**src/rtl/q_route_req_arbiter.sv**
```systemverilog
// rtl/q_route_req_arbiter.sv - round-robin arbiter sharing one Q-learning route engine between mesh nodes
module q_route_req_arbiter #(
    parameter int N_REQ   = 9,
    parameter int ID_W    = 4,
    parameter int INFO_W  = 10,
    parameter int ROUTE_W = 30,
    parameter int TIMEOUT = 1024
) (
    input  logic                      i_clk,
    input  logic                      i_reset,
    input  logic [N_REQ-1:0]          i_req_valid,
    input  logic [N_REQ*INFO_W-1:0]   i_req_info,
    input  logic                      i_eng_ready,
    output logic                      o_eng_req,
    output logic [INFO_W-1:0]         o_eng_sor_des,
    input  logic                      i_eng_done,
    input  logic [ROUTE_W-1:0]        i_eng_route,
    output logic                      o_resp_valid,
    output logic [N_REQ-1:0]          o_resp_onehot,
    output logic [ID_W-1:0]           o_resp_id,
    output logic [ROUTE_W-1:0]        o_resp_route,
    output logic                      o_resp_err,
    output logic                      o_busy
);

    localparam int TMR_W = $clog2(TIMEOUT);
    localparam logic [TMR_W-1:0] TMR_LAST = TMR_W'(TIMEOUT - 1);
    localparam logic [ID_W:0]    N_REQ_W  = (ID_W+1)'(N_REQ);

    typedef enum logic [1:0] {
        S_IDLE,
        S_ISSUE,
        S_WAIT,
        S_RESP
    } state_t;

    state_t               r_state;
    logic [ID_W-1:0]      r_rr_ptr;
    logic [N_REQ-1:0]     r_mask;
    logic [TMR_W-1:0]     r_timer;
    logic [ID_W-1:0]      r_win_id;
    logic [INFO_W-1:0]    r_info;
    logic                 r_eng_req;
    logic                 r_resp_valid;
    logic [N_REQ-1:0]     r_resp_onehot;
    logic [ID_W-1:0]      r_resp_id;
    logic [ROUTE_W-1:0]   r_resp_route;
    logic                 r_resp_err;

    state_t               w_state_nxt;
    logic [ID_W-1:0]      w_rr_ptr_nxt;
    logic [N_REQ-1:0]     w_mask_nxt;
    logic [TMR_W-1:0]     w_timer_nxt;
    logic [ID_W-1:0]      w_win_id_nxt;
    logic [INFO_W-1:0]    w_info_nxt;
    logic                 w_eng_req_nxt;
    logic                 w_resp_valid_nxt;
    logic [N_REQ-1:0]     w_resp_onehot_nxt;
    logic [ID_W-1:0]      w_resp_id_nxt;
    logic [ROUTE_W-1:0]   w_resp_route_nxt;
    logic                 w_resp_err_nxt;

    logic [N_REQ-1:0]     w_eligible;
    logic [2*N_REQ-1:0]   w_dbl;
    logic                 w_found;
    logic [ID_W-1:0]      w_off;
    logic [ID_W:0]        w_sum;
    logic [ID_W-1:0]      w_winner;
    logic [INFO_W-1:0]    w_win_info;
    logic [N_REQ-1:0]     w_win_onehot;

    // The previous winner is hidden for one IDLE cycle so its stale request is not re-granted.
    assign w_eligible   = i_req_valid & ~r_mask;
    // Rotating the doubled vector puts rr_ptr at bit 0, so the first set bit is the round-robin winner.
    assign w_dbl        = {w_eligible, w_eligible} >> r_rr_ptr;
    assign w_sum        = {1'b0, r_rr_ptr} + {1'b0, w_off};
    assign w_winner     = (w_sum >= N_REQ_W) ? ID_W'(w_sum - N_REQ_W) : w_sum[ID_W-1:0];
    assign w_win_onehot = N_REQ'(1) << r_win_id;

    // Find the offset of the first eligible requester at or after rr_ptr.
    always_comb begin
        w_found = 1'b0;
        w_off   = '0;
        for (int i = 0; i < N_REQ; i++) begin
            if (!w_found && w_dbl[i]) begin
                w_found = 1'b1;
                w_off   = ID_W'(i);
            end
        end
    end

    // Select the src/dest info of the candidate winner.
    always_comb begin
        w_win_info = '0;
        for (int i = 0; i < N_REQ; i++) begin
            if (w_winner == ID_W'(i)) begin
                w_win_info = i_req_info[i*INFO_W +: INFO_W];
            end
        end
    end

    // Next-state and next-output logic; every output is a register so strobes are glitch free.
    always_comb begin
        w_state_nxt       = r_state;
        w_rr_ptr_nxt      = r_rr_ptr;
        w_mask_nxt        = r_mask;
        w_timer_nxt       = r_timer;
        w_win_id_nxt      = r_win_id;
        w_info_nxt        = r_info;
        w_eng_req_nxt     = 1'b0;
        w_resp_valid_nxt  = 1'b0;
        w_resp_onehot_nxt = '0;
        w_resp_id_nxt     = r_resp_id;
        w_resp_route_nxt  = r_resp_route;
        w_resp_err_nxt    = r_resp_err;
        case (r_state)
            S_IDLE: begin
                w_mask_nxt = '0;
                if (w_found && i_eng_ready) begin
                    w_win_id_nxt  = w_winner;
                    w_info_nxt    = w_win_info;
                    w_eng_req_nxt = 1'b1;
                    w_state_nxt   = S_ISSUE;
                end
            end
            S_ISSUE: begin
                w_rr_ptr_nxt = (r_win_id == ID_W'(N_REQ - 1)) ? '0 : r_win_id + ID_W'(1);
                w_timer_nxt  = '0;
                w_state_nxt  = S_WAIT;
            end
            S_WAIT: begin
                w_timer_nxt = r_timer + TMR_W'(1);
                if (i_eng_done) begin
                    w_resp_route_nxt  = i_eng_route;
                    w_resp_err_nxt    = 1'b0;
                    w_resp_valid_nxt  = 1'b1;
                    w_resp_onehot_nxt = w_win_onehot;
                    w_resp_id_nxt     = r_win_id;
                    w_state_nxt       = S_RESP;
                end else if (r_timer == TMR_LAST) begin
                    w_resp_route_nxt  = '0;
                    w_resp_err_nxt    = 1'b1;
                    w_resp_valid_nxt  = 1'b1;
                    w_resp_onehot_nxt = w_win_onehot;
                    w_resp_id_nxt     = r_win_id;
                    w_state_nxt       = S_RESP;
                end
            end
            S_RESP: begin
                w_mask_nxt  = r_resp_onehot;
                w_state_nxt = S_IDLE;
            end
            default: begin
                w_state_nxt = S_IDLE;
            end
        endcase
    end

    // State and output registers; reset abandons any transaction without a response.
    always_ff @(posedge i_clk or negedge i_reset) begin
        if (!i_reset) begin
            r_state       <= S_IDLE;
            r_rr_ptr      <= '0;
            r_mask        <= '0;
            r_timer       <= '0;
            r_win_id      <= '0;
            r_info        <= '0;
            r_eng_req     <= 1'b0;
            r_resp_valid  <= 1'b0;
            r_resp_onehot <= '0;
            r_resp_id     <= '0;
            r_resp_route  <= '0;
            r_resp_err    <= 1'b0;
        end else begin
            r_state       <= w_state_nxt;
            r_rr_ptr      <= w_rr_ptr_nxt;
            r_mask        <= w_mask_nxt;
            r_timer       <= w_timer_nxt;
            r_win_id      <= w_win_id_nxt;
            r_info        <= w_info_nxt;
            r_eng_req     <= w_eng_req_nxt;
            r_resp_valid  <= w_resp_valid_nxt;
            r_resp_onehot <= w_resp_onehot_nxt;
            r_resp_id     <= w_resp_id_nxt;
            r_resp_route  <= w_resp_route_nxt;
            r_resp_err    <= w_resp_err_nxt;
        end
    end

    assign o_eng_req     = r_eng_req;
    assign o_eng_sor_des = r_info;
    assign o_resp_valid  = r_resp_valid;
    assign o_resp_onehot = r_resp_onehot;
    assign o_resp_id     = r_resp_id;
    assign o_resp_route  = r_resp_route;
    assign o_resp_err    = r_resp_err;
    assign o_busy        = (r_state != S_IDLE);

endmodule

```
**config.mk**
```make
export PLATFORM = sky130hd
export DESIGN_NAME = q_route_req_arbiter
export DESIGN_NICKNAME = d
export VERILOG_FILES = /design/src/rtl/q_route_req_arbiter.sv
export SDC_FILE = /design/constraint.sdc
export NUM_CORES = 1
export LEC_CHECK = 0
export ABC_AREA = 1
export CAP_MARGIN = 20
export CORE_UTILIZATION = 49
export DETAILED_ROUTE_END_ITERATION = 12
export GPL_TIMING_DRIVEN = 0
export HOLD_SLACK_MARGIN = 0.12
export PLACE_DENSITY = 0.86
export SETUP_SLACK_MARGIN = 0.4
export SLEW_MARGIN = 0
export SYNTH_ARGS = -nofsm -noshare
export SYNTH_HDL_FRONTEND = slang
export SYNTH_SLANG_ARGS = --single-unit
```
**constraint.sdc**
```tcl
create_clock -name i_clk -period 9.7 [get_ports i_clk]
set_input_delay 0.97 -clock i_clk [delete_from_list [all_inputs] [get_ports i_clk]]
set_output_delay 0.97 -clock i_clk [all_outputs]
set_load 0.005 [all_outputs]
```
# After elaboration in Yosys (flattened, before gate mapping)
# Cells that the tools add are included.
classes:
  n_addsub: 4
  n_lt_le_gt_ge: 1
  n_eq_ne: 15
  shifts: 2
  mux: 48
  n_bitwise: 2
  reduce_logical: 26
ops:
  columns: ["cell", "n"]
  rows:
  - ["two-way mux 10 bit", 9]
  - ["two-way mux 30 bit", 2]
  - ["two-way mux 4 bit", 11]
  - ["two-way mux 9 bit", 3]
  - ["case mux 10 bit (2 select lines)", 1]
  - ["case mux 9 bit (2 select lines)", 1]
  - [">> shifter 18 x 4 -> 9 bit", 1]
  - ["two-way mux 1 bit", 17]
  - ["== test 4 x 3 -> 1 bit, second input constant", 4]
  - ["adder 10 x 1 -> 10 bit, second input constant", 1]
  - ["== test 10 bit, second input constant", 1]
  - ["AND 9 bit", 1]
  - ["logical AND 1 bit", 9]
  - ["NOT 9 bit", 1]
  - ["<< shifter 1 x 4 -> 9 bit, first input constant", 1]
  - ["== test 4 x 2 -> 1 bit, second input constant", 2]
  - ["== test 4 bit, second input constant", 2]
  - ["logical NOT 1 bit", 8]
  - ["case mux 2 bit (4 select lines)", 1]
  - ["nonzero test 2 bit", 4]
  - ["two-way mux 2 bit", 3]
  - ["AND reduction 2 bit", 3]
  - ["adder 4 x 4 -> 5 bit", 1]
  - ["greater-or-equal comparator 5 x 4 -> 1 bit, second input constant", 1]
  - ["other kinds (9)", 10]
totals:
  regBits: 85
  inputBits: 133
  out_inout_bits: 57
  wordCells: 110

# Longest topological paths before layout
logic_depth:
  depth_word: 41
  depth_mapped: 34
  mapped_depth_nobuf: 31

# Worst setup path after synthesis
# Ideal clock, no wire load.
synth_path:
  path_type: "input port to flip-flop"
  from: "in i_req_valid[7]"
  to: "reg r_info[0] (netlist: o_eng_sor_des[0])"
  setup_time_ns: 0.116
  t_arrival_ns: 4.094
  t_required_ns: 9.584
  slack_ns: 5.490
  path_stages: 28
  path_buffers: 0
  path_cell_list: "nand3_1 > nand3_1 > nand2_1 > nand2_1 > nand3_1 > nand2_2 > nor2_4 > nand3_2 > nor2_4 > nand2_1 > o21bai_1 > ha_1 > fa_1 > inv_1 > ha_1 > inv_1 > nand3_1 > nand3_2 > nand2_2 > nand2_1 > nand2_2 > nor2_1 > nand2_2 > clkinv_1 > a21oi_1 > nand3_1 > nand2_1 > nand2_1"
synth_via:
  elab_chain_cells: 40
  elab_cells_between_ends: 59
  cone_classes: "2 x add/sub; 1 x order compare; 8 x eq/ne; 1 x shift; 27 x mux; 1 x bitwise; 19 x reduce/logical"
synth_lines:
  columns: ["item", "line_no", "source"]
  rows:
  - ["from (decl)", "11", "input logic [N_REQ-1:0] i_req_valid,"]
  - ["AND 9 bit *", "73", "assign w_eligible = i_req_valid & ~r_mask;"]
  - [">> shifter 18 x 4 -> 9 bit *", "75", "assign w_dbl = {w_eligible, w_eligible} >> r_rr_ptr;"]
  - ["two-way mux 1 bit", "85", "if (!w_found && w_dbl[i]) begin"]
  - ["logical NOT 1 bit", "85", null]
  - ["logical AND 1 bit", "85", null]
  - ["two-way mux 1 bit", "85", null]
  - ["logical NOT 1 bit", "85", null]
  - ["logical AND 1 bit", "85", null]
  - ["[16 not listed]", null, null]
  - ["logical NOT 1 bit", "85", null]
  - ["logical AND 1 bit", "85", null]
  - ["two-way mux 4 bit", "85", null]
  - ["adder 4 x 4 -> 5 bit", "76", "assign w_sum = {1'b0, r_rr_ptr} + {1'b0, w_off};"]
  - ["subtractor 4 bit or greater-or-equal comparator 5 x 4 -> 1 bit (tied branches)", "77", "assign w_winner = (w_sum >= N_REQ_W) ? ID_W'(w_sum - N_REQ_W) : w_sum[ID_W-1:0];"]
  - ["two-way mux 4 bit", "77", null]
  - ["logical NOT 4 bit", "96", "if (w_winner == ID_W'(i)) begin"]
  - ["two-way mux 10 bit (9 in series)", "96", null]
  - ["to (signal assigned)", "180", "r_info <= w_info_nxt;"]
  - ["to (decl)", "42", "logic [INFO_W-1:0] r_info;"]
# Mark *: on every way between the ends. The rest lies on a longest branch, timed or not.
# A chain may end at the register's enable or synchronous reset.

# Worst setup path after layout
layout_path:
  from: "in i_req_valid[7]"
  to: "reg r_info[2] (netlist: o_eng_sor_des[2])"
# Same word-level chain as after synthesis.

==> results.sh <==
export IMPL_path_buf_inv=4
export IMPL_coreArea_um2=10300
export IMPL_cts_htree_levels=3
export IMPL_fin_util=0.733
export IMPL_synthArstFlopShare=1.00
export IMPL_cpMostUsedCell="nand2_1"
export IMPL_grt_pass1_vias=5660
export IMPL_critPathSlowestCell="fa_1"
export IMPL_drtIter0Drc=405
export IMPL_hold_class="flip-flop to flip-flop"
export IMPL_static_leakage_power_uw=0.00352
export IMPL_nNetsFinal=1020
export IMPL_antenna_found_initial=0
export IMPL_fp_dieArea_um2=11100
export IMPL_max_stage_delay_ns=0.49
export IMPL_grt_first_pass_wirelength_um=26600
export IMPL_p_int_uw=1560
export IMPL_postSynthAreaPerCell_um2=7.85
export IMPL_synth_edf_count=0
export IMPL_synth_flop_cell="dfrtp_1"
export IMPL_clkPwrFrac=0.095
export IMPL_clockBufferDepth=2
export IMPL_row_count=37
export IMPL_critical_path_top_delay_family="simple AND/OR/NAND/NOR gates"
export IMPL_hold_viol_final=0
export IMPL_start_util=0.507
export IMPL_met2_length_um=8380
export IMPL_die_w_um=105
export IMPL_tns_ns=0
export IMPL_yosys_cell_types_count=43
export IMPL_power_density_nw_per_um2=424
export IMPL_top_layer_used="met4"
export IMPL_ys_warn_count=0
export IMPL_synth_top_cell_by_area="dfrtp_1"
export IMPL_yosysSeqAreaShare=0.406
export IMPL_final_common_cell="clkdlybuf4s50_1"
export IMPL_drive_gt1_frac=0.0825
export IMPL_max_vdd_ir_drop_v=0.000313
export IMPL_crit_type="input pin to flip-flop"
export IMPL_dp_slack_ns=4.12
export IMPL_cts_setup_buffers=0
export IMPL_status="completed"
export IMPL_power_uw=3210
export IMPL_cts_root_buf="clkbuf_8"
export IMPL_required_ns=9.94
export IMPL_clock_skew_ns=0.00630
export IMPL_seqPwrFrac=0.174
export IMPL_clk_latency_ns=0.36
export IMPL_min_period_ns=5.43
export IMPL_power_switching_uw=1650
export IMPL_synthToLayoutAreaGrowth_pct=44.6
export IMPL_syn_inst=667
export IMPL_io_pins=190
export IMPL_max_freq_ghz=0.184
export IMPL_final_cell_mix="clkdlybuf4s50_1 (188), nand2_1 (150), nand3_1 (106)"
export IMPL_clk_pin_slew_ns=0.08
export IMPL_globalRoute_totalOverflow=0
export IMPL_critPathLaunch="i_req_valid[7]"
export IMPL_switching_share=0.514
export IMPL_clkSinkCount=85
export IMPL_vias=5584
export IMPL_cp_start_kind="input pin"
export IMPL_cap_violations=0
export IMPL_numCtsBuffers=9
export IMPL_setup_viol=0
export IMPL_ys_seq_elements=85
export IMPL_dp_hpwl_um=12500
export IMPL_gp_congestion=0.920
export IMPL_tightestPinTransition_ns=0.521
export IMPL_crit_fanout=10
export IMPL_met3_length_um=1130
export IMPL_synth_area_leaders="dfrtp_1 (41%), nand2_1 (11%), nand3_1 (10%)"
export IMPL_fin_crit_sh=0.560
export IMPL_cp_end_kind="flip-flop"
export IMPL_route_detailed_drc=0
export IMPL_critPathArrivalTime_ns=5.68
export IMPL_drv_slew=0
export IMPL_track_usage=0.303
export IMPL_synth_nets=819
export IMPL_grt_max_degree=48
export IMPL_tritoncts="done"
export IMPL_slew_headroom=0.649
export IMPL_vias_per_cell=5.53
export IMPL_first_pass_iters=5
export IMPL_hp_start="o_eng_sor_des[9]$_DFFE_PN0P_"
export IMPL_wl_met1_um=6390
export IMPL_r2r_start="r_rr_ptr[1]$_DFFE_PN0N_"
export IMPL_numPortBuffers=189
export IMPL_ctsResizeCount=0
export IMPL_yosys_area_top_type_share=0.406
export IMPL_drt_wirelength_per_cell_um=16.3
export IMPL_fin_ws_ns=4.27
export IMPL_die_y_um=105
export IMPL_pwr_share_comb=0.732
export IMPL_wl_um=16400
export IMPL_rsz0062_at_grt="false"
export IMPL_netlist_area_um2=5240
export IMPL_postCtsHoldBufs=0
export IMPL_antenna_cells=0
export IMPL_antenna_left=0
-- synth_stat cells (all sizes together) (2+ instances only) --
cell type  instances
o21bai             4
nand3            118
inv               68
dfrtp             85
clkbuf             8
nor4               3
clkinv             2
o22ai              6
nor3              11
nand2            158
and2               4
o211ai             8
a21oi             19
buf               23
o21ai             22
xor2               2
ha                18
nand4             17
nor2              48
a22o              31
-- final cells by class --
type,count,area [µm²]
plain buffers,31,176
clock buffers,10,138
clock inverters,6,110
fillers,800,2750
inverters,70,263
multi-input cells,481,2670
flip-flops and latches,85,2130
well taps,136,170
repair buffers,190,1920
-- path summary, 6_finish.rpt --
check | slack, ns | depth (start not counted) | endpoint
hold reg to reg | 0.48 | 2 | o_eng_sor_des[9]$_DFFE_PN0P_
min in group asynchronous | 0.58 | 1 | r_timer[7]$_DFFE_PN0P_
max in group asynchronous | 8.53 | 2 | o_eng_req$_DFF_PN0_
hold / removal | 0.48 | 2 | o_eng_sor_des[9]$_DFFE_PN0P_
setup / recovery | 4.27 | 29 | o_eng_sor_des[2]$_DFFE_PN0P_
setup reg to reg | 4.71 | 29 | o_eng_sor_des[2]$_DFFE_PN0P_
-- power by group through the flow --
stage | Clock [µW] | Combinational [µW] | Sequential (µW)
global placement | 0 | 2180 | 555
floorplan | 0 | 1550 | 554
detailed placement | 0 | 2280 | 556
finish | 303 | 2350 | 556
global route | 325 | 2580 | 570
CTS | 311 | 2310 | 556
-- kinds of logic (layout without fill, tap and decap cells) --
kind of cell	count (synthesis)	after routing	share of synthesized area
buffers and inverters	101	307	0.0839
xor gates and xnor gates	3	3	0.00502
DFF	85	85	0.406
adders and majority gates	19	19	0.0468
and+or+nand+nor	363	363	0.334
AOI/OAI and AO/OA	96	96	0.124
-- per-layer routing --
layer	vias up	track usage
met1	2614	0.364
met5	-	0
met4	0	0.122
li1	2657	-
met2	260	0.520
met3	53	0.0742
-- worst min-delay path: stages, from the launching register on --
cell and delay (ns):
dfrtp_1 0.35, nand2_1 0.05, nand2_1 0.05
-- sequential cells by signal, summed over array words and instances, names as in the netlist, 2 cells and up --
| register | cells |
|---|---|
| o_resp_onehot | 9 |
| o_resp_route | 30 |
| r_win_id | 4 |
| o_eng_sor_des | 10 |
| o_resp_id | 4 |
| r_mask | 9 |
| r_rr_ptr | 4 |
| r_state | 2 |
| r_timer | 10 |
-- metrics by stage --
step	hold WS (ns)	cell area, µm²	cells
after global placement	0.457	7300	992
after detailed placement	0.467	7320	993
final	0.485	7570	1009
after CTS	0.488	7570	1009
after global routing	0.513	7570	1009
after floorplan	0.465	5240	667
Power figures use the tool's default switching activity.
